$ cat config.mk
export PLATFORM = sky130hd
export DESIGN_NAME = apb_cmd_master_flat
export DESIGN_NICKNAME = d
export VERILOG_FILES = /design/src/rtl/apb_pkg.sv /design/src/rtl/apb_if.sv /design/src/rtl/apb_wait_timer.sv /design/src/rtl/apb_cmd_master.sv /design/src/flat_wrapper.sv
export SDC_FILE = /design/constraint.sdc
export NUM_CORES = 1
export LEC_CHECK = 0
export CAP_MARGIN = 20
export CORE_MARGIN = 2
export CORE_UTILIZATION = 35
export DETAILED_ROUTE_END_ITERATION = 10
export PLACE_DENSITY_LB_ADDON = 0.08
export SLEW_MARGIN = 20
export SYNTH_ARGS = -nofsm -noshare
export SYNTH_HDL_FRONTEND = slang
export SYNTH_SLANG_ARGS = --single-unit
$ cat constraint.sdc
create_clock -name clk -period 2.34 [get_ports clk]
set_input_delay 0.351 -clock clk [delete_from_list [all_inputs] [get_ports clk]]
set_output_delay 0.351 -clock clk [all_outputs]
set_load 0.01 [all_outputs]
$ cat src/rtl/apb_pkg.sv
// Shared APB definitions: bus width defaults, master FSM encoding and word-alignment helper.
package apb_pkg;
  localparam int DEF_ADDR_W = 12;
  localparam int DEF_DATA_W = 32;

  typedef enum logic [1:0] {
    ST_IDLE   = 2'd0,
    ST_SETUP  = 2'd1,
    ST_ACCESS = 2'd2,
    ST_RESP   = 2'd3
  } apb_state_t;

  localparam logic [1:0] WORD_ALIGN_MASK = 2'b11;

  function automatic logic is_word_aligned(input logic [1:0] addr_lsb);
    return (addr_lsb & WORD_ALIGN_MASK) == 2'b00;
  endfunction
endpackage

$ cat src/rtl/apb_if.sv
// APB3 bus bundle between one master and one slave.
interface apb_if import apb_pkg::*; #(
  parameter int ADDR_W = DEF_ADDR_W,
  parameter int DATA_W = DEF_DATA_W
);
  logic              psel;
  logic              penable;
  logic              pwrite;
  logic [ADDR_W-1:0] paddr;
  logic [DATA_W-1:0] pwdata;
  logic              pready;
  logic [DATA_W-1:0] prdata;

  modport master (output psel, penable, pwrite, paddr, pwdata, input pready, prdata);
  modport slave  (input psel, penable, pwrite, paddr, pwdata, output pready, prdata);
endinterface

$ cat src/rtl/apb_wait_timer.sv
// Saturating ACCESS-phase wait counter; expire flags the last permitted non-ready cycle.
module apb_wait_timer #(
  parameter int TIMEOUT_CYC = 16
) (
  input  logic clk,
  input  logic rstn,
  input  logic clear,
  input  logic enable,
  output logic expire
);
  localparam int CNT_W = (TIMEOUT_CYC > 0) ? $clog2(TIMEOUT_CYC + 1) : 1;
  localparam logic [CNT_W-1:0] LIMIT = CNT_W'(TIMEOUT_CYC);
  localparam logic [CNT_W-1:0] ONE   = CNT_W'(1);

  logic [CNT_W-1:0] cnt;

  always_ff @(posedge clk or negedge rstn) begin
    if (!rstn)                        cnt <= '0;
    else if (clear)                   cnt <= '0;
    else if (enable && cnt != LIMIT)  cnt <= cnt + ONE;
  end

  // This cycle's increment would bring the count to the limit.
  assign expire = (TIMEOUT_CYC != 0) && enable && ((cnt + ONE) == LIMIT);
endmodule

$ cat src/rtl/apb_cmd_master.sv
// APB3 master: one valid/ready command in, one SETUP/ACCESS transfer, one valid/ready response out.
//   state     | meaning
//   ST_IDLE   | cmd_ready high, waiting for a command
//   ST_SETUP  | psel=1, penable=0 for one cycle
//   ST_ACCESS | psel=penable=1 until pready or timeout
//   ST_RESP   | rsp_valid held until rsp_ready
module apb_cmd_master import apb_pkg::*; #(
  parameter int ADDR_W      = DEF_ADDR_W,
  parameter int DATA_W      = DEF_DATA_W,
  parameter int TIMEOUT_CYC = 16
) (
  input  logic              clk,
  input  logic              rstn,
  input  logic              cmd_valid,
  output logic              cmd_ready,
  input  logic              cmd_write,
  input  logic [ADDR_W-1:0] cmd_addr,
  input  logic [DATA_W-1:0] cmd_wdata,
  output logic              rsp_valid,
  input  logic              rsp_ready,
  output logic              rsp_write,
  output logic [DATA_W-1:0] rsp_rdata,
  output logic              rsp_err,
  apb_if.master             apb
);
  apb_state_t        state_q, state_d;
  logic              psel_q, psel_d, penable_q, penable_d, pwrite_q, pwrite_d;
  logic [ADDR_W-1:0] paddr_q, paddr_d;
  logic [DATA_W-1:0] pwdata_q, pwdata_d;
  logic              rsp_valid_q, rsp_valid_d, rsp_write_q, rsp_write_d, rsp_err_q, rsp_err_d;
  logic [DATA_W-1:0] rsp_rdata_q, rsp_rdata_d;
  logic              timeout;

  apb_wait_timer #(.TIMEOUT_CYC(TIMEOUT_CYC)) u_wait_timer (
    .clk    (clk),
    .rstn   (rstn),
    .clear  (state_q != ST_ACCESS),
    .enable (state_q == ST_ACCESS && !apb.pready),
    .expire (timeout)
  );

  always_comb begin
    state_d     = state_q;
    psel_d      = psel_q;
    penable_d   = penable_q;
    pwrite_d    = pwrite_q;
    paddr_d     = paddr_q;
    pwdata_d    = pwdata_q;
    rsp_valid_d = rsp_valid_q;
    rsp_write_d = rsp_write_q;
    rsp_err_d   = rsp_err_q;
    rsp_rdata_d = rsp_rdata_q;
    unique case (state_q)
      ST_IDLE: if (cmd_valid) begin
        rsp_write_d = cmd_write;
        // A misaligned command never touches the bus, so paddr keeps its last value.
        if (is_word_aligned(cmd_addr[1:0])) begin
          pwrite_d = cmd_write;
          paddr_d  = cmd_addr;
          pwdata_d = cmd_wdata;
          psel_d   = 1'b1;
          state_d  = ST_SETUP;
        end else begin
          rsp_valid_d = 1'b1;
          rsp_err_d   = 1'b1;
          rsp_rdata_d = '0;
          state_d     = ST_RESP;
        end
      end
      ST_SETUP: begin
        penable_d = 1'b1;
        state_d   = ST_ACCESS;
      end
      ST_ACCESS: if (apb.pready || timeout) begin
        psel_d      = 1'b0;
        penable_d   = 1'b0;
        rsp_valid_d = 1'b1;
        rsp_err_d   = !apb.pready;
        rsp_rdata_d = (apb.pready && !pwrite_q) ? apb.prdata : '0;
        state_d     = ST_RESP;
      end
      ST_RESP: if (rsp_ready) begin
        rsp_valid_d = 1'b0;
        state_d     = ST_IDLE;
      end
      default: state_d = ST_IDLE;
    endcase
  end

  always_ff @(posedge clk or negedge rstn) begin
    if (!rstn) begin
      state_q     <= ST_IDLE;
      psel_q      <= 1'b0;
      penable_q   <= 1'b0;
      pwrite_q    <= 1'b0;
      paddr_q     <= '0;
      pwdata_q    <= '0;
      rsp_valid_q <= 1'b0;
      rsp_write_q <= 1'b0;
      rsp_err_q   <= 1'b0;
      rsp_rdata_q <= '0;
    end else begin
      state_q     <= state_d;
      psel_q      <= psel_d;
      penable_q   <= penable_d;
      pwrite_q    <= pwrite_d;
      paddr_q     <= paddr_d;
      pwdata_q    <= pwdata_d;
      rsp_valid_q <= rsp_valid_d;
      rsp_write_q <= rsp_write_d;
      rsp_err_q   <= rsp_err_d;
      rsp_rdata_q <= rsp_rdata_d;
    end
  end

  assign cmd_ready   = (state_q == ST_IDLE);
  assign apb.psel    = psel_q;
  assign apb.penable = penable_q;
  assign apb.pwrite  = pwrite_q;
  assign apb.paddr   = paddr_q;
  assign apb.pwdata  = pwdata_q;
  assign rsp_valid   = rsp_valid_q;
  assign rsp_write   = rsp_write_q;
  assign rsp_err     = rsp_err_q;
  assign rsp_rdata   = rsp_rdata_q;
endmodule

$ cat src/flat_wrapper.sv
// flat-port wrapper written by rule: the top's interface ports become plain ports
module apb_cmd_master_flat import apb_pkg::*;
#(
  parameter int ADDR_W      = DEF_ADDR_W,
  parameter int DATA_W      = DEF_DATA_W,
  parameter int TIMEOUT_CYC = 16
)
  (clk, rstn, cmd_valid, cmd_ready, cmd_write, cmd_addr, cmd_wdata, rsp_valid, rsp_ready, rsp_write, rsp_rdata, rsp_err, apb_psel, apb_penable, apb_pwrite, apb_paddr, apb_pwdata, apb_pready, apb_prdata);
  apb_if #(.ADDR_W(ADDR_W), .DATA_W(DATA_W)) apb_i ();
  input  logic clk;
  input  logic rstn;
  input  logic cmd_valid;
  output logic cmd_ready;
  input  logic cmd_write;
  input  logic [ADDR_W-1:0] cmd_addr;
  input  logic [DATA_W-1:0] cmd_wdata;
  output logic rsp_valid;
  input  logic rsp_ready;
  output logic rsp_write;
  output logic [DATA_W-1:0] rsp_rdata;
  output logic rsp_err;
  output wire logic [$bits(apb_i.psel)-1:0] apb_psel;
  output wire logic [$bits(apb_i.penable)-1:0] apb_penable;
  output wire logic [$bits(apb_i.pwrite)-1:0] apb_pwrite;
  output wire logic [$bits(apb_i.paddr)-1:0] apb_paddr;
  output wire logic [$bits(apb_i.pwdata)-1:0] apb_pwdata;
  input wire logic [$bits(apb_i.pready)-1:0] apb_pready;
  input wire logic [$bits(apb_i.prdata)-1:0] apb_prdata;
  assign apb_psel = apb_i.psel;
  assign apb_penable = apb_i.penable;
  assign apb_pwrite = apb_i.pwrite;
  assign apb_paddr = apb_i.paddr;
  assign apb_pwdata = apb_i.pwdata;
  assign apb_i.pready = apb_pready;
  assign apb_i.prdata = apb_prdata;
  apb_cmd_master #(.ADDR_W(ADDR_W), .DATA_W(DATA_W), .TIMEOUT_CYC(TIMEOUT_CYC)) u_core (.clk(clk), .rstn(rstn), .cmd_valid(cmd_valid), .cmd_ready(cmd_ready), .cmd_write(cmd_write), .cmd_addr(cmd_addr), .cmd_wdata(cmd_wdata), .rsp_valid(rsp_valid), .rsp_ready(rsp_ready), .rsp_write(rsp_write), .rsp_rdata(rsp_rdata), .rsp_err(rsp_err), .apb(apb_i));
endmodule
==> flow_summary.yaml <==
setup_path:
  startpoint_type: "flop"
  crit_fanout: 33
  r2r_slack_ns: 0.18
  rr_endpoint: "u_core.rsp_rdata[2]$_DFFE_PN0P_"
  timing.rr.start: "u_core.u_wait_timer.cnt[0]$_DFFE_PN0P_"
  r2r_cells: 5
  crit_arrival_ns: 2.44
  endpoint_kind: "flop"
  worstSetupPathType: "reg2reg"
  cp.required_ns: 2.62
sta:
  period_minus_slack_ns: 2.160
  slew_headroom_pct: 37.46
  slew_viol_final: 0
  fmax_mhz: 463.0
  setup_viol: 0
  timing.final.ws_setup_ns: 0.1804
  finalCritPeriodShare_pct: 92.29
  tns_ns: 0
  worst-slew-pin-transition_ns: 0.9336
  hold_viol: 0
  skew_ns: 0.01059
  grt_setup_unrepaired: "false"
detailed_routing:
  dr.pass1.iters: 4
  wl_per_cell_um: 15.89
  first_iter_violations: 94
  antenna_left: 0
  vias: 2672
  vias_per_cell: 4.771
  wl_um: 8899
  drc: 0
yosys:
  syn-num-nets: 338
  ys_ff_latch: 89
  ys_seq_area_share_pct: 61.91
  yosysWarnings: 0
  syn_area_per_cell_um2: 14.45
  synth_cell_types: 34
  synth_cells: 249
  syn_area_um2: 3597
floorplan:
  fp-row-count: 37
  dieArea_um2: 11100
  die_y_um: 105.4
  die_w_um: 105.4
  num_io_pins: 165
  coreArea_um2: 10140
  start_util_pct: 35.48
clock_tree:
  cts_setup_buffers: 0
  cts_tree: "yes"
  clock_latency_ns: 0.35
  clkTransAtPathRegs_ns: 0.08
  cts.sinks: 89
  cts_root_buffer: "clkbuf_8"
  htree_levels: 3
  cts_buffers: 9
  cts_max_path_buffers: 2
power:
  clkPwrFrac_pct: 16.0
  switching_share_pct: 31.30
  seq_power_share_pct: 38.6
  p_leak_uw: 0.002403
  ir_drop_mv: 0.4427
  p_comb_share_pct: 45.4
  powerDensity_nw_per_um2: 1116
  intPower_uw: 4292
  switchingPower_uw: 1956
place:
  port-buffer-count: 164
  dpl.hpwl_um: 6320
  dp.cells: 544
  post-place-ws_ns: 0.1200
  place.gp.congestion: 0.7591
global_route:
  track_usage_pct: 16.63
  grt_pass1_wl_um: 14520
  grt_max_degree: 56
  grt.overflow.total: 0
  antenna_found_initial: 0
  grt_pass1_vias: 2741
cells_and_area:
  area_growth_pct: 55.65
  final_nets: 509
  seq_area_um2: 2227
  antennaDiodeCount: 0
  multiInputGateArea_um2: 1267
  fin_cells: 560
  nFillCells: 871
  drive_gt1_share_pct: 16.27
min_path:
  hold_path_class: "in2async"
job:
  drv_cap: 0
status:
  outcome: "finished, final reports clean"
synthesized netlist by cell type:
library cell	n	area share, %
a21bo_1	1	0.28
nand3b_1	2	0.42
nor3_1	2	0.28
and2_1	1	0.17
o211ai_4	1	0.59
and3_1	1	0.17
nand4b_1	1	0.24
xnor2_1	2	0.49
xor2_1	1	0.24
o21ai_0	2	0.28
ha_1	7	2.4
inv_1	8	0.83
o211ai_1	4	0.83
buf_2	6	0.83
nand2_1	5	0.52
nor3_4	1	0.45
a22o_1	34	8.3
clkbuf_1	3	0.31
nand2b_1	3	0.52
a31oi_1	1	0.17
and4b_1	1	0.28
nor2b_1	4	0.70
o21ai_1	1	0.14
nor2_1	8	0.83
mux2i_1	2	0.56
o2bb2ai_1	1	0.24
a311o_2	1	0.31
buf_6	3	0.94
a32oi_1	1	0.24
mux2_2	44	14
dfrtp_1	89	62
a21oi_1	5	0.70
mux2_1	2	0.63
mux2i_2	1	0.38
critical path, stage by stage (launching register included):
cell and delay, ns:
dfrtp_1 0.39, ha_1 0.24, and3_1 0.22, mux2i_2 0.21
o211ai_4 0.76, a22o_1 0.26
power by group through the flow:
stage          clock network, uW  logic, uW  registers, uW
5_1_grt                     1110       3060           2490
2_1_floorplan                  0       1090           2700
4_1_cts                     1050       2890           2420
6_report                    1000       2830           2410
3_5_place_dp                   0       2870           2450
3_3_place_gp                   0       2820           2430
cell type report:
class / instances / area share, %
clock buffer: 12 / 2.413
inverter: 8 / 0.5363
clock inverter: 3 / 0.7598
tap: 136 / 3.039
timing repair buffer: 172 / 30.84
sequential: 89 / 39.78
multi-input combinational: 140 / 22.64
through the flow:
step	hold WS [ns]	area (um2)	utilization, %	power (uW)
2_1_floorplan	0.05541	3597	-	3792
3_3_place_gp	0.3448	5409	53.35	5245
3_5_place_dp	0.3463	5409	53.35	5316
4_1_cts	0.4884	5597	55.20	6349
5_1_grt	0.5174	5599	55.23	6659
6_report	0.4906	5599	55.23	6248
routing by layer:
layer  track usage (%)  vias to the layer above  wire length, um
li1                  -                     1244                -
met1             22.15                     1316             3989
met2             25.16                      101             4129
met3             5.071                       11              642
met4             7.048                        0              138
met5                 0                        -                0
how the worst max path moves through the flow:
stage                                                 startpoint  slack [ns]  depth (start not counted)                                to
final                     u_core.u_wait_timer.cnt[0]$_DFFE_PN0P_        0.18                          5   u_core.rsp_rdata[2]$_DFFE_PN0P_
after global routing      u_core.u_wait_timer.cnt[0]$_DFFE_PN0P_       0.006                          5   u_core.rsp_rdata[2]$_DFFE_PN0P_
after CTS                 u_core.u_wait_timer.cnt[0]$_DFFE_PN0P_        0.15                          5   u_core.rsp_rdata[2]$_DFFE_PN0P_
after detailed placement                              apb_pready        0.12                          5   u_core.rsp_rdata[2]$_DFFE_PN0P_
after global placement                                apb_pready        0.21                          5  u_core.rsp_rdata[25]$_DFFE_PN0P_
after floorplan                    u_core.state_q[0]$_DFFE_PN0P_        0.37                          7  u_core.apb.paddr[11]$_DFFE_PN0P_
logic make-up (layout without fill, tap and decap cells):
group,count (synthesis),after routing,synth area share (%)
buf+inv,20,195,2.922
fa+ha+maj,7,7,2.435
xor+xnor,3,3,0.7306
simple gates,29,29,4.592
mux,49,49,15.34
compound gates,52,52,12.07
flops,89,89,61.91
state kept, by name (all words and copies together), names as in the netlist:
register and cells:
u_core.u_wait_timer.cnt 5, u_core.state_q 2, u_core.rsp_write 1, u_core.apb.psel 1
u_core.rsp_valid 1, u_core.apb.penable 1, u_core.apb.pwdata 32, u_core.rsp_rdata 32
u_core.rsp_err 1, u_core.apb.paddr 12, u_core.apb.pwrite 1
timing repair:
item | 4_1_cts | 5_1_grt
hold buffers | 1 | 0
resized for setup | 0 | 1
endpoints found under the hold margin | 34 | 0
endpoints found under the setup margin | 0 | 5
placed cells by master, fill, tap and decap left out, drive strengths merged:
cell type | netlist | layout
clkdlybuf4s50 | 0 | 163
dfrtp | 89 | 89
mux2 | 46 | 46
a22o | 34 | 34
clkbuf | 3 | 12
inv | 8 | 8
nor2 | 8 | 8
buf | 9 | 8
ha | 7 | 7
nand2 | 5 | 5
a21oi | 5 | 5
o211ai | 5 | 5
nor2b | 4 | 4
nand2b | 3 | 3
mux2i | 3 | 3
nor3 | 3 | 3
o21ai | 3 | 3
nand3b | 2 | 2
xnor2 | 2 | 2
and4b | 1 | 1
and3 | 1 | 1
and2 | 1 | 1
a21bo | 1 | 1
a311o | 1 | 1
o2bb2ai | 1 | 1
a32oi | 1 | 1
nand4b | 1 | 1
xor2 | 1 | 1
a31oi | 1 | 1
bufinv | 0 | 1
clkinvlp | 0 | 1
clkinv | 0 | 1
dlygate4sd3 | 0 | 1
Power figures use the tool's default switching activity.
